<file path="config.mk">
export PLATFORM = sky130hd
export DESIGN_NAME = lsu_mem_stage
export DESIGN_NICKNAME = d
export VERILOG_FILES = /design/src/rtl/lsu_pkg.sv /design/src/rtl/lsu_decode.sv /design/src/rtl/lsu_mem_stage.sv
export SDC_FILE = /design/constraint.sdc
export NUM_CORES = 1
export LEC_CHECK = 0
export CORE_AREA = 10 10 119 121
export CTS_CLUSTER_DIAMETER = 30
export DETAILED_ROUTE_END_ITERATION = 12
export DIE_AREA = 0 0 129 131
export DONT_BUFFER_PORTS = 1
export SYNTH_ARGS = -nofsm -noshare
export SYNTH_HDL_FRONTEND = slang
export SYNTH_HIERARCHICAL = 1
export SYNTH_SLANG_ARGS = --single-unit
</file>
<file path="constraint.sdc">
create_clock -name clk -period 2.16 [get_ports clk]
set_input_delay 0.54 -clock clk [delete_from_list [all_inputs] [get_ports clk]]
set_output_delay 0.54 -clock clk [all_outputs]
set_load 0.05 [all_outputs]
</file>
<file path="src/rtl/lsu_pkg.sv">
// Shared types and constants for the load/store memory stage.
// Holds the response-slot state encoding, dcache width codes, cause codes and the width decode.
package lsu_pkg;

    typedef enum logic [1:0] {
        EMPTY = 2'd0,
        FULL  = 2'd1,
        HELD  = 2'd2
    } lsu_state_e;

    localparam logic [2:0] W_B = 3'd1;
    localparam logic [2:0] W_H = 3'd2;
    localparam logic [2:0] W_W = 3'd4;

    localparam int CAUSE_ILLEGAL_DEF     = 2;
    localparam int CAUSE_LD_MISALIGN_DEF = 4;
    localparam int CAUSE_ST_MISALIGN_DEF = 6;

    // funct3[1:0]==2'b11 is illegal for every op; it maps to a word so the alignment check stays defined.
    function automatic logic [2:0] decode_width(input logic [2:0] funct3);
        case (funct3[1:0])
            2'b00:   decode_width = W_B;
            2'b01:   decode_width = W_H;
            default: decode_width = W_W;
        endcase
    endfunction

endpackage

</file>
<file path="src/rtl/lsu_decode.sv">
// Combinational funct3 / alignment decode for one load or store.
// Illegal funct3 takes priority over misalignment when choosing the cause.
module lsu_decode
    import lsu_pkg::*;
#(
    parameter int CAUSE_LD_MISALIGN = CAUSE_LD_MISALIGN_DEF,
    parameter int CAUSE_ST_MISALIGN = CAUSE_ST_MISALIGN_DEF,
    parameter int CAUSE_ILLEGAL     = CAUSE_ILLEGAL_DEF
) (
    input  logic       load,
    input  logic       store,
    input  logic [2:0] funct3,
    input  logic [1:0] addr_lo,
    output logic [2:0] width,
    output logic       sign,
    output logic       exc,
    output logic [3:0] cause
);

    logic illegal;
    logic misaligned;

    always_comb begin
        width   = decode_width(funct3);
        sign    = ~funct3[2];
        illegal = 1'b0;
        if (load) begin
            illegal = (funct3 == 3'd3) || (funct3 == 3'd6) || (funct3 == 3'd7);
        end else if (store) begin
            illegal = (funct3 >= 3'd3);
        end
        misaligned = ((width == W_H) && addr_lo[0]) ||
                     ((width == W_W) && (addr_lo != 2'b00));
        exc = (load | store) & (illegal | misaligned);
        if (illegal) begin
            cause = 4'(CAUSE_ILLEGAL);
        end else if (load) begin
            cause = 4'(CAUSE_LD_MISALIGN);
        end else begin
            cause = 4'(CAUSE_ST_MISALIGN);
        end
    end

endmodule

</file>
<file path="src/rtl/lsu_mem_stage.sv">
// Load/store stage between EX and the dcache: issues one access per accepted op and
// holds a single response slot towards writeback with a ready/valid handshake.
module lsu_mem_stage
    import lsu_pkg::*;
#(
    parameter int XLEN              = 32,
    parameter int CAUSE_LD_MISALIGN = CAUSE_LD_MISALIGN_DEF,
    parameter int CAUSE_ST_MISALIGN = CAUSE_ST_MISALIGN_DEF,
    parameter int CAUSE_ILLEGAL     = CAUSE_ILLEGAL_DEF
) (
    input  logic            clk,
    input  logic            rst,
    input  logic            ex_valid,
    output logic            ex_ready,
    input  logic            ex_load,
    input  logic            ex_store,
    input  logic [2:0]      ex_funct3,
    input  logic [XLEN-1:0] ex_addr,
    input  logic [XLEN-1:0] ex_wdata,
    input  logic [4:0]      ex_rd,
    input  logic [XLEN-1:0] ex_pc,
    input  logic            kill,
    output logic            dc_ren,
    output logic            dc_wen,
    output logic [XLEN-1:0] dc_addr,
    output logic [2:0]      dc_rwidth,
    output logic            dc_rsign,
    output logic [2:0]      dc_wwidth,
    output logic [XLEN-1:0] dc_wdata,
    output logic            dc_pipeline_en,
    input  logic            dc_valid,
    input  logic [XLEN-1:0] dc_rdata,
    output logic            wb_valid,
    input  logic            wb_ready,
    output logic [4:0]      wb_rd,
    output logic            wb_is_load,
    output logic [XLEN-1:0] wb_rdata,
    output logic            wb_exc,
    output logic [3:0]      wb_cause,
    output logic [XLEN-1:0] wb_badaddr,
    output logic [XLEN-1:0] wb_pc
);

    localparam logic [1:0] ST_EMPTY = EMPTY;
    localparam logic [1:0] ST_FULL  = FULL;
    localparam logic [1:0] ST_HELD  = HELD;

    logic [2:0]      dec_width;
    logic            dec_sign;
    logic            dec_exc;
    logic [3:0]      dec_cause;
    logic            mem_op;
    logic            slot_free;
    logic            accept;
    logic [1:0]      state_q;
    logic [1:0]      state_d;
    logic [4:0]      rd_q;
    logic [XLEN-1:0] pc_q;
    logic            is_load_q;
    logic            exc_q;
    logic [3:0]      cause_q;
    logic [XLEN-1:0] badaddr_q;
    logic [XLEN-1:0] hold_q;

    lsu_decode #(
        .CAUSE_LD_MISALIGN (CAUSE_LD_MISALIGN),
        .CAUSE_ST_MISALIGN (CAUSE_ST_MISALIGN),
        .CAUSE_ILLEGAL     (CAUSE_ILLEGAL)
    ) u_decode (
        .load    (ex_load),
        .store   (ex_store),
        .funct3  (ex_funct3),
        .addr_lo (ex_addr[1:0]),
        .width   (dec_width),
        .sign    (dec_sign),
        .exc     (dec_exc),
        .cause   (dec_cause)
    );

    // Stage p0: request decode and issue handshake
    assign mem_op    = ex_valid & (ex_load | ex_store) & ~dec_exc & ~kill;
    assign slot_free = (state_q == ST_EMPTY) | wb_ready;
    assign ex_ready  = slot_free & (~mem_op | dc_valid);
    assign accept    = ex_valid & ex_ready & ~kill;

    assign dc_ren         = accept & mem_op & ex_load;
    assign dc_wen         = accept & mem_op & ex_store;
    assign dc_pipeline_en = accept;
    assign dc_addr        = ex_addr;
    assign dc_rwidth      = dec_width;
    assign dc_wwidth      = dec_width;
    assign dc_rsign       = dec_sign;
    assign dc_wdata       = ex_wdata;

    always_comb begin
        state_d = state_q;
        case (state_q)
            ST_EMPTY: if (accept) state_d = ST_FULL;
            ST_FULL:  state_d = wb_ready ? (accept ? ST_FULL : ST_EMPTY) : ST_HELD;
            ST_HELD:  if (wb_ready) state_d = accept ? ST_FULL : ST_EMPTY;
            default:  state_d = ST_EMPTY;
        endcase
        if (kill) state_d = ST_EMPTY;
    end

    // Stage p1: response slot
    always_ff @(posedge clk) begin
        if (rst) begin
            state_q   <= ST_EMPTY;
            rd_q      <= '0;
            pc_q      <= '0;
            is_load_q <= 1'b0;
            exc_q     <= 1'b0;
            cause_q   <= '0;
            badaddr_q <= '0;
            hold_q    <= '0;
        end else begin
            state_q <= state_d;
            if (accept) begin
                rd_q      <= ex_rd;
                pc_q      <= ex_pc;
                is_load_q <= ex_load & mem_op;
                exc_q     <= dec_exc;
                cause_q   <= dec_cause;
                badaddr_q <= ex_addr;
            end
            // dc_rdata is only valid the cycle after the latch, so a stalled load keeps its own copy.
            if (kill) begin
                hold_q <= '0;
            end else if ((state_q == ST_FULL) && !wb_ready) begin
                hold_q <= is_load_q ? dc_rdata : '0;
            end
        end
    end

    assign wb_valid   = (state_q != ST_EMPTY);
    assign wb_rd      = rd_q;
    assign wb_pc      = pc_q;
    assign wb_is_load = is_load_q & wb_valid;
    assign wb_exc     = exc_q & wb_valid;
    assign wb_cause   = cause_q;
    assign wb_badaddr = badaddr_q;
    assign wb_rdata   = (state_q == ST_HELD) ? hold_q :
                        (((state_q == ST_FULL) && is_load_q) ? dc_rdata : '0);

endmodule

</file>
==> results by group <==
STA
  – Slew @ Worst Pin: 0.639 ns
  – Setup Viol. Count Final: 0
  – Final hold violation count: 0
  – Fin crit period: roughly 2.1 ns
  – Clk_skew: slightly above 0.006 ns
  – Unrepaired setup endpoints after global routing: true
  – F_max: ~470 MHz
  – Worst Slack Setup Final: 0.0421 ns
  – Final Max Slew Viols: 0
  – Crit share post-route: between 90% and 100%
  – Worst rel slew slack: a little under three fifths

Floorplanning
  – Initial core utilization: about 48%
  – Area of the die: ~17000 um2
  – Die X: 129 um
  – CORE AREA: between 10000 and 15000 um2
  – I/O pin count: around 330
  – Die H: 131 um
  – Row count: 40

Worst setup path
  – Worst-path fanout max: 16
  – Setup crit start kind: register
  – Worst Path Required: 1.62 ns
  – R2R setup slack: 0.46 ns
  – Worst setup EP type: primary output
  – Crit path buffers/inverters: 2
  – Critical Path Max Stage Delay: approximately 0.40 ns
  – Worst R2R Path Depth: 4
  – CP Data Arrival Time: 1.58 ns
  – CP top delay family: flip-flops
  – Critical path, cell by cell: nor2b_4 -> clkbuf_16 -> a32o_1 -> buf_12
  – R2r startpoint: state_q[1]
  – Slowest CP cell: dfxtp_4
  – R2R Path End: wb_badaddr[6]
  – CP Class: register to primary output

Synth
  – #FFs+latches synth: roughly 110
  – Syn Std Cell Area: ~5600 um2
  – Sequential area share after synthesis: ~39%
  – Synth Flop Type: dfxtp_1
  – Ys Warns: 6
  – Asr flop ratio synth: 0%
  – Syn Area/Cell: between 9 and 10 um2
  – Syn Inst Count: slightly above 600
  – Yosys cell types: 34
  – EDFF count, synth: 0

Final layout
  – FILL cells: ~1100
  – Most frequent cells in the layout: nand2b_1, dfxtp_1, mux2i_1
  – Post-Layout Inst Area: ~6300 um2
  – P&R area growth vs syn: 11.7%
  – Most common cell after layout, fill and taps aside: nand2b_1
  – Post-Layout Cell Count: 713
  – Finished Core Util: a little over half
  – Final net count: ~700
  – Ratio of cells with drive above 1 in the final layout: between 10% and 20%

Global route
  – Initial antenna violation count: 1
  – Total GRT Usage: approximately 18%
  – Grt total ovfl: 0
  – Vias in the first global route: a little under 4000
  – Largest net degree at the start of global routing: about 150
  – First-pass GRT wire length: roughly 23000 um

Hold path
  – Hold Startpoint: wb_ready
  – Hold Crit Depth: 1
  – Hold path endpoint: state_q[1]
  – Hold crit path type: input pin to register

Routing
  – WL/cell: 22.6 um
  – # DRC: 0
  – Drt total wl: around 16000 um
  – Via count: approximately 4000
  – DR iter-0 viols: about 270
  – Via density: 5.62
  – Post-route ant nets: 0
  – Drt first pass iters: 4

Power and ir drop
  – Leakage power: roughly 2.2 nW
  – VDD IR max: 0.354 mV
  – Pwr per Cell Area: roughly 680 nW/um2
  – Power, Total: between 4 and 5 mW

Clock network
  – Number of H-tree levels: 3
  – CTS tree: built
  – Root Buffer: clkbuf_16
  – Clock buffer count from CTS: 9
  – # Post-CTS Setup Buffers: 0
  – Bufs on Longest Clock Path: 2
  – CTS sink cnt: 109
  – Hold-fix buffers, CTS: 0
  – Clock-pin slew on the worst setup and hold paths: about 0.070 ns
  – Later-pin clock latency in the skew report: about 0.35 ns

Placement
  – Cells after DPL: slightly below 700
  – Place WS: about 0.043 ns
  – PortBufs: 0
  – Detailed placement HPWL: ~12000 um
  – Gpl congestion: around 0.78
  – Placed inst area: 5920 um2

Run
  – MaxCap Viol Count: 0

Run status
  – Outcome: completed
## stage by stage
step           hold WS [ns]  TNS (ns)
4_1_cts               0.238         0
5_1_grt               0.240   -0.0210
3_3_place_gp          0.440         0
2_1_floorplan         0.436   -0.0496
3_5_place_dp          0.447         0
6_report              0.254         0
## metal layers
| metal | vias up | wire length (um) | global-route usage (%) |
|---|---|---|---|
| li1 | 1901 | - | - |
| met1 | 1879 | 5500 | 18.1 |
| met2 | 193 | 7990 | 29.6 |
| met3 | 33 | 2150 | 9.27 |
| met4 | 0 | 442 | 8.29 |
| met5 | - | 0 | 0 |
## cells in the mapped netlist (all sizes together), types with 2 or more instances
| library cell | number | area share (%) |
|---|---|---|
| nand2b | 148 | 16 |
| dfxtp | 109 | 39 |
| buf | 86 | 11 |
| mux2i | 73 | 13 |
| clkbuf | 36 | 2.4 |
| nand2 | 34 | 2.3 |
| a21oi | 33 | 2.9 |
| a32o | 32 | 5.7 |
| nand3 | 32 | 2.8 |
| nor2b | 6 | 0.67 |
| o21ai | 5 | 0.58 |
| nor2 | 4 | 0.27 |
| and2 | 3 | 0.33 |
| and3 | 2 | 0.22 |
| inv | 2 | 0.13 |
| o22ai | 2 | 0.22 |
| or2 | 2 | 0.22 |
## worst max path at each step
| stage | endpoint | cells past startpoint | start | slack, ns |
|---|---|---|---|---|
| 6_report | wb_rdata[13] | 4 | state_q[0] | 0.04 |
| 5_1_grt | wb_rdata[30] | 4 | state_q[0] | -0.008 |
| 4_1_cts | wb_rdata[19] | 4 | state_q[1] | 0.02 |
| 3_5_place_dp | wb_badaddr[7] | 7 | ex_funct3[0] | 0.04 |
| 3_3_place_gp | state_q[0] | 7 | ex_funct3[0] | 0.06 |
| 2_1_floorplan | dc_pipeline_en | 7 | ex_funct3[0] | -0.03 |
## cell type report
cell class,count,area [um2],area share (%)
diodes,1,2.50,0.0398
clock buffers,9,225,3.59
clock inverters,7,52.6,0.837
inverters,2,7.51,0.120
multi-input cells,387,2710,43.1
flip-flops and latches,109,2190,34.9
well taps,147,184,2.93
repair buffers,51,910,14.5
## logic make-up after synthesis
group                  count (synthesis)  synth area share [%]
flip-flops                           109                  38.8
buffers and inverters                124                  14.0
AND/OR/NAND/NOR                      236                  24.0
multiplexers                          73                  13.0
other                                  1                0.0667
AO/OA/AOI/OAI                         76                  10.1
## worst register-to-register path, delay by kind of cell (launching register included)
family	cells	cell delay, ns
buffers and inverters	1	0.34
flip-flops	1	0.39
AO/OA/AOI/OAI	2	0.63
multiplexers	1	0.27
## power breakdown
part | switching [mW] | internal, mW | total (mW)
clock network | 0.774 | 0.782 | 1.56
logic | 0.168 | 0.165 | 0.333
registers | 0.314 | 2.08 | 2.40
## state kept, by name, summed over array words and instances, names as in the netlist
register    flops
state_q         2
exc_q           1
wb_rd           5
hold_q         32
is_load_q       1
wb_badaddr     32
wb_pc          32
wb_cause        4
## repair_timing
item / 4_1_cts / 5_1_grt
gates cloned: 0 / 2
endpoints found under the setup margin: 34 / 34
resized for setup: 3 / 14
(Power assumes the default switching activity.)
